File: config.mk
export PLATFORM = sky130hd
export DESIGN_NAME = pcs_link_ctrl
export DESIGN_NICKNAME = d
export VERILOG_FILES = /design/src/rtl/pcs_link_pkg.sv /design/src/rtl/pcs_link_timer.sv /design/src/rtl/pcs_link_ctrl.sv
export SDC_FILE = /design/constraint.sdc
export NUM_CORES = 1
export LEC_CHECK = 0
export CAP_MARGIN = 40
export CORE_MARGIN = 3
export CORE_UTILIZATION = 56
export DETAILED_ROUTE_END_ITERATION = 8
export PLACE_DENSITY = 0.86
export SETUP_SLACK_MARGIN = 0.2
export SLEW_MARGIN = 20
export SYNTH_ARGS = -nofsm -noshare
export SYNTH_HDL_FRONTEND = slang
export SYNTH_HIERARCHICAL = 1
export SYNTH_SLANG_ARGS = --single-unit
File: constraint.sdc
create_clock -name clk -period 10.1 [get_ports clk]
set_input_delay 1.01 -clock clk [delete_from_list [all_inputs] [get_ports clk]]
set_output_delay 1.01 -clock clk [all_outputs]
set_load 0.01 [all_outputs]
File: src/rtl/pcs_link_pkg.sv
// Shared definitions for the PCS link controller: state encoding, default
// timer values and a saturating increment used by the statistics counters.
package pcs_link_pkg;

  typedef enum logic [2:0] {
    ST_DISABLED = 3'd0,
    ST_WAIT_SD  = 3'd1,
    ST_RESTART  = 3'd2,
    ST_AN_WAIT  = 3'd3,
    ST_LINK_UP  = 3'd4
  } link_state_e;

  localparam int DEF_SD_DEBOUNCE = 1024;
  localparam int DEF_RESTART_CYC = 16;
  localparam int DEF_AN_TIMEOUT  = 1250000;  // 10 ms at 125 MHz

  function automatic logic [15:0] sat_inc16(input logic [15:0] v);
    return (v == 16'hFFFF) ? v : v + 16'd1;
  endfunction

endpackage

File: src/rtl/pcs_link_timer.sv
// Phase timer: clearable, loadable up-counter that stops at a terminal value
// and flags it; shared by the RESTART and AN_WAIT phases.
module pcs_link_timer #(
  parameter int W = 8
) (
  input  logic         clk,
  input  logic         rst_n,
  input  logic         clr,
  input  logic         load,
  input  logic [W-1:0] load_val,
  input  logic         inc,
  input  logic [W-1:0] term,
  output logic         tc
);

  logic [W-1:0] cnt_d, cnt_q;

  always_comb begin
    cnt_d = cnt_q;
    if (clr) begin
      cnt_d = '0;
    end else if (load) begin
      cnt_d = load_val;
    end else if (inc && (cnt_q != term)) begin
      cnt_d = cnt_q + 1'b1;
    end
  end

  always_ff @(posedge clk or negedge rst_n) begin
    if (!rst_n) begin
      cnt_q <= '0;
    end else begin
      cnt_q <= cnt_d;
    end
  end

  assign tc = (cnt_q == term);

endmodule

File: src/rtl/pcs_link_ctrl.sv
// PCS link bring-up controller: debounces signal_detect, pulses autoneg
// restart, waits for completion with timeout/retry. Define PCS_LINK_STATS_EN
// to build the link-down and autoneg-timeout statistics counters.
module pcs_link_ctrl
  import pcs_link_pkg::*;
#(
  parameter int SD_DEBOUNCE = DEF_SD_DEBOUNCE,
  parameter int RESTART_CYC = DEF_RESTART_CYC,
  parameter int AN_TIMEOUT  = DEF_AN_TIMEOUT
) (
  input  logic        clk,
  input  logic        reset,
  input  logic        ctrl_enable,
  input  logic        sw_restart,
  input  logic        signal_detect,
  input  logic [16:1] cfg_adv_ability,
  input  logic        mr_an_complete,
  output logic        pcs_hold,
  output logic        mr_an_enable,
  output logic [16:1] mr_adv_ability,
  output logic        link_up,
  output logic        link_change,
  output logic [2:0]  state,
  output logic [3:0]  retry_cnt,
  output logic [15:0] link_down_cnt,
  output logic [15:0] an_timeout_cnt
);

  localparam int SDW     = $clog2(SD_DEBOUNCE + 1);
  localparam int TMR_MAX = (AN_TIMEOUT > RESTART_CYC) ? AN_TIMEOUT : RESTART_CYC;
  localparam int TW      = $clog2(TMR_MAX) + 1;

  link_state_e state_d, state_q;
  logic [SDW-1:0] sd_cnt_d, sd_cnt_q;
  logic           sd_ok;
  logic           enter_restart, enter_an, reload, timeout, tc;
  logic [TW-1:0]  term;
  logic           pcs_hold_d, pcs_hold_q;
  logic           mr_an_enable_d, mr_an_enable_q;
  logic [16:1]    adv_d, adv_q;
  logic           link_up_d, link_up_q;
  logic           link_change_d, link_change_q;
  logic [3:0]     retry_d, retry_q;

  // The current sample counts toward the debounce, so the state change
  // lands on the edge that takes the SD_DEBOUNCE-th high sample.
  always_comb begin
    sd_cnt_d = sd_cnt_q;
    if (!signal_detect) begin
      sd_cnt_d = '0;
    end else if (sd_cnt_q != SDW'(SD_DEBOUNCE)) begin
      sd_cnt_d = sd_cnt_q + 1'b1;
    end
    sd_ok = signal_detect && (sd_cnt_q >= SDW'(SD_DEBOUNCE - 1));
  end

  always_comb begin
    state_d       = state_q;
    enter_restart = 1'b0;
    enter_an      = 1'b0;
    reload        = 1'b0;
    timeout       = 1'b0;
    if (!ctrl_enable) begin
      state_d = ST_DISABLED;
    end else begin
      case (state_q)
        ST_DISABLED: state_d = ST_WAIT_SD;
        ST_WAIT_SD:  if (sd_ok) enter_restart = 1'b1;
        ST_RESTART, ST_AN_WAIT, ST_LINK_UP: begin
          if (!signal_detect) begin
            state_d = ST_WAIT_SD;
          end else if (sw_restart) begin
            if (state_q == ST_RESTART) reload = 1'b1;
            else                       enter_restart = 1'b1;
          end else begin
            case (state_q)
              ST_RESTART: if (tc) enter_an = 1'b1;
              ST_AN_WAIT: begin
                if (mr_an_complete) begin
                  state_d = ST_LINK_UP;
                end else if (tc) begin
                  enter_restart = 1'b1;
                  timeout       = 1'b1;
                end
              end
              ST_LINK_UP: if (!mr_an_complete) enter_restart = 1'b1;
              default: ;
            endcase
          end
        end
        default: state_d = ST_DISABLED;
      endcase
    end
    if (enter_restart || reload) state_d = ST_RESTART;
    if (enter_an)                state_d = ST_AN_WAIT;
  end

  assign term = (state_q == ST_RESTART) ? TW'(RESTART_CYC - 1) : TW'(AN_TIMEOUT - 1);

  pcs_link_timer #(.W(TW)) u_timer (
    .clk      (clk),
    .rst_n    (reset),
    .clr      (enter_restart || enter_an),
    .load     (reload),
    .load_val ('0),
    .inc      ((state_q == ST_RESTART) || (state_q == ST_AN_WAIT)),
    .term     (term),
    .tc       (tc)
  );

  // Outputs are decoded from the next state so they change together with it.
  always_comb begin
    pcs_hold_d     = (state_d == ST_DISABLED) || (state_d == ST_WAIT_SD);
    mr_an_enable_d = (state_d == ST_AN_WAIT) || (state_d == ST_LINK_UP);
    link_up_d      = (state_d == ST_LINK_UP);
    link_change_d  = link_up_d != link_up_q;
    adv_d          = (enter_restart || reload) ? cfg_adv_ability : adv_q;
    retry_d        = retry_q;
    if (state_d == ST_LINK_UP) begin
      retry_d = '0;
    end else if (timeout && (retry_q != 4'hF)) begin
      retry_d = retry_q + 4'd1;
    end
  end

  always_ff @(posedge clk or negedge reset) begin
    if (!reset) begin
      state_q        <= ST_DISABLED;
      sd_cnt_q       <= '0;
      pcs_hold_q     <= 1'b1;
      mr_an_enable_q <= 1'b0;
      adv_q          <= '0;
      link_up_q      <= 1'b0;
      link_change_q  <= 1'b0;
      retry_q        <= '0;
    end else begin
      state_q        <= state_d;
      sd_cnt_q       <= sd_cnt_d;
      pcs_hold_q     <= pcs_hold_d;
      mr_an_enable_q <= mr_an_enable_d;
      adv_q          <= adv_d;
      link_up_q      <= link_up_d;
      link_change_q  <= link_change_d;
      retry_q        <= retry_d;
    end
  end

`ifdef PCS_LINK_STATS_EN
  logic [15:0] link_down_cnt_d, link_down_cnt_q;
  logic [15:0] an_timeout_cnt_d, an_timeout_cnt_q;
  logic        link_exit;

  always_comb begin
    link_exit        = (state_q == ST_LINK_UP) && (state_d != ST_LINK_UP);
    link_down_cnt_d  = link_exit ? sat_inc16(link_down_cnt_q) : link_down_cnt_q;
    an_timeout_cnt_d = timeout ? sat_inc16(an_timeout_cnt_q) : an_timeout_cnt_q;
  end

  always_ff @(posedge clk or negedge reset) begin
    if (!reset) begin
      link_down_cnt_q  <= '0;
      an_timeout_cnt_q <= '0;
    end else begin
      link_down_cnt_q  <= link_down_cnt_d;
      an_timeout_cnt_q <= an_timeout_cnt_d;
    end
  end

  assign link_down_cnt  = link_down_cnt_q;
  assign an_timeout_cnt = an_timeout_cnt_q;
`else
  assign link_down_cnt  = '0;
  assign an_timeout_cnt = '0;
`endif

  assign state          = state_q;
  assign pcs_hold       = pcs_hold_q;
  assign mr_an_enable   = mr_an_enable_q;
  assign mr_adv_ability = adv_q;
  assign link_up        = link_up_q;
  assign link_change    = link_change_q;
  assign retry_cnt      = retry_q;

endmodule
After elaboration in Yosys (flattened, before gate mapping)
Cells that the tools add are included.
{"block": "word_totals", "wordCells": 80, "in_bits": 22, "out_inout_bits": 59, "regBits": 60}
{"block": "classes", "n_reduce_logical": 13, "n_lt_le_gt_ge": 1, "n_mux": 41, "addsub": 3, "eq_ne": 13}
{"operator": "2-to-1 mux 22 bit", "count": 3}
{"operator": "2-to-1 mux 1 bit", "count": 23}
{"operator": "adder 22 x 1 -> 22 bit, second input constant", "count": 1}
{"operator": "== test 22 x 21 -> 1 bit", "count": 1}
{"operator": "2-to-1 mux 11 bit", "count": 2}
{"operator": "!= test 22 x 21 -> 1 bit", "count": 1}
{"operator": "2-to-1 mux 21 bit", "count": 1}
{"operator": "2-to-1 mux 3 bit", "count": 7}
{"operator": "adder 11 x 1 -> 11 bit, second input constant", "count": 1}
{"operator": "greater-or-equal comparator 11 x 10 -> 1 bit, second input constant", "count": 1}
{"operator": "!= test 11 bit, second input constant", "count": 1}
{"operator": "== test 3 x 2 -> 1 bit, second input constant", "count": 3}
{"operator": "case mux 3 bit (3 select lines)", "count": 1}
{"operator": "2-to-1 mux 4 bit", "count": 2}
{"operator": "== test 3 x 1 -> 1 bit, second input constant", "count": 2}
{"operator": "== test 3 bit, second input constant", "count": 2}
{"operator": "zero test 3 bit", "count": 2}
{"operator": "logical OR 1 bit", "count": 5}
{"operator": "adder 4 x 1 -> 4 bit, second input constant", "count": 1}
{"operator": "!= test 4 bit, second input constant", "count": 1}
{"operator": "case mux 1 bit (2 select lines)", "count": 2}
{"operator": "logical AND 1 bit", "count": 3}
{"operator": "nonzero test 3 bit", "count": 1}
{"operator": "OR reduction 3 bit", "count": 1}
{"operator": "other kinds (3)", "count": 3}

Depth between registers and ports, before layout
{"block": "depth", "word_depth": 15, "ltp_mapped": 19, "ltp_nobuf": 17}

Cells and area by module
The synthesis kept the hierarchy.
{"module": "pcs_link_ctrl", "cells_per_inst": 191, "instances": 1, "area_each_um2": 2144.6}
{"module": "pcs_link_timer", "cells_per_inst": 212, "instances": 1, "area_each_um2": 1746.7}

Worst setup path after synthesis
No wires, ideal clock.
{"block": "synth_path", "path_kind": "register to register", "startpoint": "register state_q[2], in the netlist state[2]", "endpoint": "register u_timer.cnt_q[17]", "period_less_slack_ns": 3.768, "setup_slack_ns": 6.332, "setup_ns": 0.080, "arrival_time_ns": 3.687, "required_ns": 10.020, "stages_incl_launch_ff": 19, "path_buffers": 2, "path_cell_list": "dfrtp_1 > nand2b_2 > nor2_1 > inv_1 > xor2_1 > nor4_1 > nand4_1 > nor2_1 > nor2b_1 > o211ai_1 > nand2_2 > nor3_1 > nor2_1 > or2_2 > clkbuf_1 > o22ai_2 > buf_6 > or4_4 > o211ai_2"}
{"block": "synth_via", "elab_chain_cells": 12, "word_cells_on_any_way": 32}
{"item": "start: declaration", "line": "pcs_link_ctrl.sv:33", "rtl": "link_state_e state_d, state_q;"}
{"item": "start signal: assignment", "line": "pcs_link_ctrl.sv:137", "rtl": "state_q <= state_d;"}
{"item": "== test 3 x 2 -> 1 bit (*)", "line": "pcs_link_ctrl.sv:98", "rtl": "assign term = (state_q == ST_RESTART) ? TW'(RESTART_CYC - 1) : TW'(AN_TIMEOUT - 1);"}
{"item": "2-to-1 mux 21 bit (*)", "line": "pcs_link_ctrl.sv:98"}
{"item": "net term[12]", "line": "pcs_link_ctrl.sv:37", "rtl": "logic [TW-1:0] term;"}
{"item": "== test 22 x 21 -> 1 bit (*)", "line": "pcs_link_timer.sv:37", "rtl": "assign tc = (cnt_q == term);"}
{"item": "net tc", "line": "pcs_link_ctrl.sv:36", "rtl": "logic enter_restart, enter_an, reload, timeout, tc;"}
{"item": "2-to-1 mux 1 bit (*)", "line": "pcs_link_ctrl.sv:77, pcs_link_ctrl.sv:81"}
{"item": "2-to-1 mux 1 bit", "line": "pcs_link_ctrl.sv:79", "rtl": "if (mr_an_complete) begin"}
{"item": "case mux 1 bit (2 select lines)", "line": "pcs_link_ctrl.sv:76", "rtl": "case (state_q)"}
{"item": "2-to-1 mux 1 bit", "line": "pcs_link_ctrl.sv:72", "rtl": "end else if (sw_restart) begin"}
{"item": "2-to-1 mux 1 bit", "line": "pcs_link_ctrl.sv:70", "rtl": "if (!signal_detect) begin"}
{"item": "case mux 1 bit (2 select lines)", "line": "pcs_link_ctrl.sv:66", "rtl": "case (state_q)"}
{"item": "2-to-1 mux 1 bit", "line": "pcs_link_ctrl.sv:63", "rtl": "if (!ctrl_enable) begin"}
{"item": "logical OR 1 bit (*)", "line": "pcs_link_ctrl.sv:103", "rtl": ".clr (enter_restart || enter_an),"}
{"item": "nonzero test 3 bit (no line) / 2-to-1 mux 22 bit (equally long branches)"}
{"item": "end signal: assignment", "line": "pcs_link_timer.sv:33", "rtl": "cnt_q <= cnt_d;"}
{"item": "end: declaration", "line": "pcs_link_timer.sv:16", "rtl": "logic [W-1:0] cnt_d, cnt_q;"}
The timed path passes the listed nets; every way through them passes the cells marked *.
A chain may end at the register's enable or synchronous reset.

Worst setup path after layout
{"block": "layout_path", "startpoint": "register state_q[2], in the netlist state[2]", "endpoint": "register u_timer.cnt_q[12]"}
Same word-level chain as after synthesis.

==> flow_summary.ini <==
[cts]
tritoncts = done
clk_pin_slew_ns = 0.07
cts_buffers = 9
ctsHoldBuffers = 0
clock-sinks = 60
post_cts_buffers = 0
cts.path.max_buffers = 2
ctsResizeCount = 0
clk_latency_ns = 0.34
htree_levels = 3
cts-root-buf = clkbuf_8

[timing]
final.min_clock_period_ns = 4.63
clock_skew_ns = 0.0113
grt_setup_unrepaired = no
drv_slew = 0
tightest_slew_ns = 0.817
period_share_pct = 45.8
slew-limit-headroom_pct = 45.3
max_clock_freq_ghz = 0.216
setup-violations-final = 0
fin_tns_setup_ns = 0
hold_viol_final = 0

[cells_and_area]
drive_gt1_share_pct = 12.1
nNetsFinal = 508
final_cell_area_sq_um = 4560
fillers = 489
antennaDiodeCount = 0
syn_to_final_growth_pct = 17.1

[floorplanning]
core_sq_um = 6530
start_util_pct = 59.6
rows = 29
fp.dieW_um = 89.4
die_area_sq_um = 7990
io_pins = 81
die_h_um = 89.4

[outcome]
status = completed

[synth]
synth_edf_count = 0
syn_inst = 403
synth_ff_type = dfrtp_1
synth.avg_cell_area_sq_um = 9.66
yosysWarnings = 6
synth_area_leaders = dfrtp_1, buf_4, xor2_1, mux2_4, o21ai_0
ys_top_cells_by_count = dfrtp_1, buf_4, nor2_1
ys_ff_latch = 60
synth.distinct_cells = 67
synth_area_sq_um = 3890
yosysMostFrequentCell = dfrtp_1
synth_top_cell_by_area = dfrtp_1
synthArstFlopShare_pct = 100
yosysTopAreaCellShare_pct = 37.9
ys_seq_area_share_pct = 38.6

[routing]
viasPerCell = 5.47
drt_iter0_markers = 146
wl_per_cell_um = 15.0
routed_wl_um = 8420
drc = 0
first_pass_iters = 4
dr_total_vias = 3082
antenna_left = 0

[setup_path]
r2r_slack_ns = 5.47
worstReg2RegEnd = u_timer/cnt_q[12]
crit_chain = nand2b_2, nor2_1, inv_1, xor2_1, nor4_1, nand2_1, nor2_1, nor2b_1, o211ai_1, nand2_2, nor3_1, nor2_1, or2_2, o22ai_2, buf_8, or2_2, o21ai_0
cp_common_cell = nor2_1
reg2reg_depth = 17
cp.arrival_ns = 4.88
cpPeakStageDelay_ns = 0.46
path_buf_inv = 2
cpMaxStageDelayCell = dfrtp_1
cp_max_fo = 23
crit_family = simple AND/OR/NAND/NOR gates
start_kind = register
cp.required_ns = 10.35
critical_path_class = reg2reg
r2r-start = state[2]
end_kind = register

[power]
p_sw_uw = 134
swShare_pct = 26.5
intPower_uw = 371
vdd_drop_max_mv = 0.0587
p_clk_share_pct = 39.2
seq_power_share_pct = 50.8
pwr-share-comb_pct = 10.0
power.density_nw_per_um2 = 111
power.static_leakage_uw = 0.00199

[min_path]
min_to = link_change
hold_depth = 1
min_from = link_up
min_path_type = reg2reg

[place]
portBuffers = 48
post_dp_cell_area_sq_um = 4380
gp_congestion = 0.866
dpl.hpwl_um = 5900

[global_routing]
grt_max_degree = 61
overflow = 0
groute.usage.overall_pct = 22.7
antenna_found_initial = 0
grt_pass1_vias = 3062
grt_pass1_wl_um = 14100

[run]
maxCapViolCount = 0
[worst max-delay path by stage]
stage                               from                 to  depth (start not counted)
after floorplan                 state[2]  u_timer/cnt_q[17]                         18
final                           state[2]  u_timer/cnt_q[12]                         17
after global placement    mr_an_complete  u_timer/cnt_q[10]                         10
after CTS                       state[2]  u_timer/cnt_q[12]                         17
after detailed placement        state[2]  u_timer/cnt_q[12]                         17
after global routing            state[2]  u_timer/cnt_q[14]                         17
[metrics by stage]
| stage | hold slack [ns] | cells | utilization [%] | total power [uW] | setup slack (ns) |
|---|---|---|---|---|---|
| floorplan | 0.504 | 471 | - | 295 | 6.33 |
| detailed placement | 0.456 | 548 | 67.0 | 312 | 5.59 |
| global route | 0.511 | 563 | 69.8 | 528 | 5.09 |
| CTS | 0.469 | 563 | 69.8 | 508 | 5.54 |
| finish | 0.465 | 563 | 69.8 | 506 | 5.47 |
| global placement | 0.446 | 547 | 66.8 | 310 | 5.71 |
[flip-flops by register name, summed over array words and instances (netlist names)]
name            cells
retry_cnt           4
link_up             1
link_change         1
pcs_hold            1
sd_cnt_q           11
mr_an_enable        1
mr_adv_ability     16
u_timer/cnt_q      22
state               3
[cells by family (layout without fill, tap and decap cells)]
kind of cell | after synthesis | count (layout) | share of synthesized area (%)
buffers and inverters | 57 | 72 | 10.1
other | 2 | 70 | 0.193
and+or+nand+nor | 143 | 143 | 21.5
muxes | 19 | 19 | 6.37
adders and majority gates | 4 | 4 | 1.29
xor gates and xnor gates | 35 | 35 | 7.88
DFF | 60 | 60 | 38.6
AOI/OAI and AO/OA | 83 | 83 | 14.0
[power by group through the flow]
| stage | sequential, uW | clock, uW | combinational (uW) |
|---|---|---|---|
| 2_1_floorplan | 260 | 0 | 35.1 |
| 3_3_place_gp | 261 | 0 | 49.4 |
| 3_5_place_dp | 261 | 0 | 50.5 |
| 4_1_cts | 257 | 201 | 51.0 |
| 5_1_grt | 258 | 212 | 57.5 |
| 6_report | 257 | 198 | 50.8 |
[layout make-up]
type | count | area, sq um | share of cell area (%)
flip-flops and latches | 60 | 1500 | 33.0
multi-input cells | 354 | 2250 | 49.4
clock buffers | 11 | 151 | 3.32
inverters | 6 | 22.5 | 0.494
well taps | 77 | 96.3 | 2.11
clock inverters | 4 | 25.0 | 0.549
repair buffers | 51 | 505 | 11.1
[routing by layer]
metal  up-vias  track usage (%)  share of wire [%]
li1       1498                -                  -
met1      1470             29.1                 45
met2        95             35.8                 48
met3        19             6.91                5.6
met4         0             9.20                1.8
met5         -                0                  0
[cell usage in the layout, fill, tap and decap left out, drive strengths merged, types with 4 or more instances in the layout]
cell type,instances
nand3,17
ha,4
buf,4
conb,70
inv,6
and3,7
nor3b,4
nor3,10
nor2,32
nor4,12
nand4,6
clkdlybuf4s50,47
mux2,16
o21ai,29
a21oi,19
a31oi,7
clkbuf,11
nand2,19
and2,15
nor2b,4
nand2b,5
xnor2,10
xor2,25
a32oi,5
dfrtp,59
or4,4
Note: power is estimated with default switching activity, not from simulation.
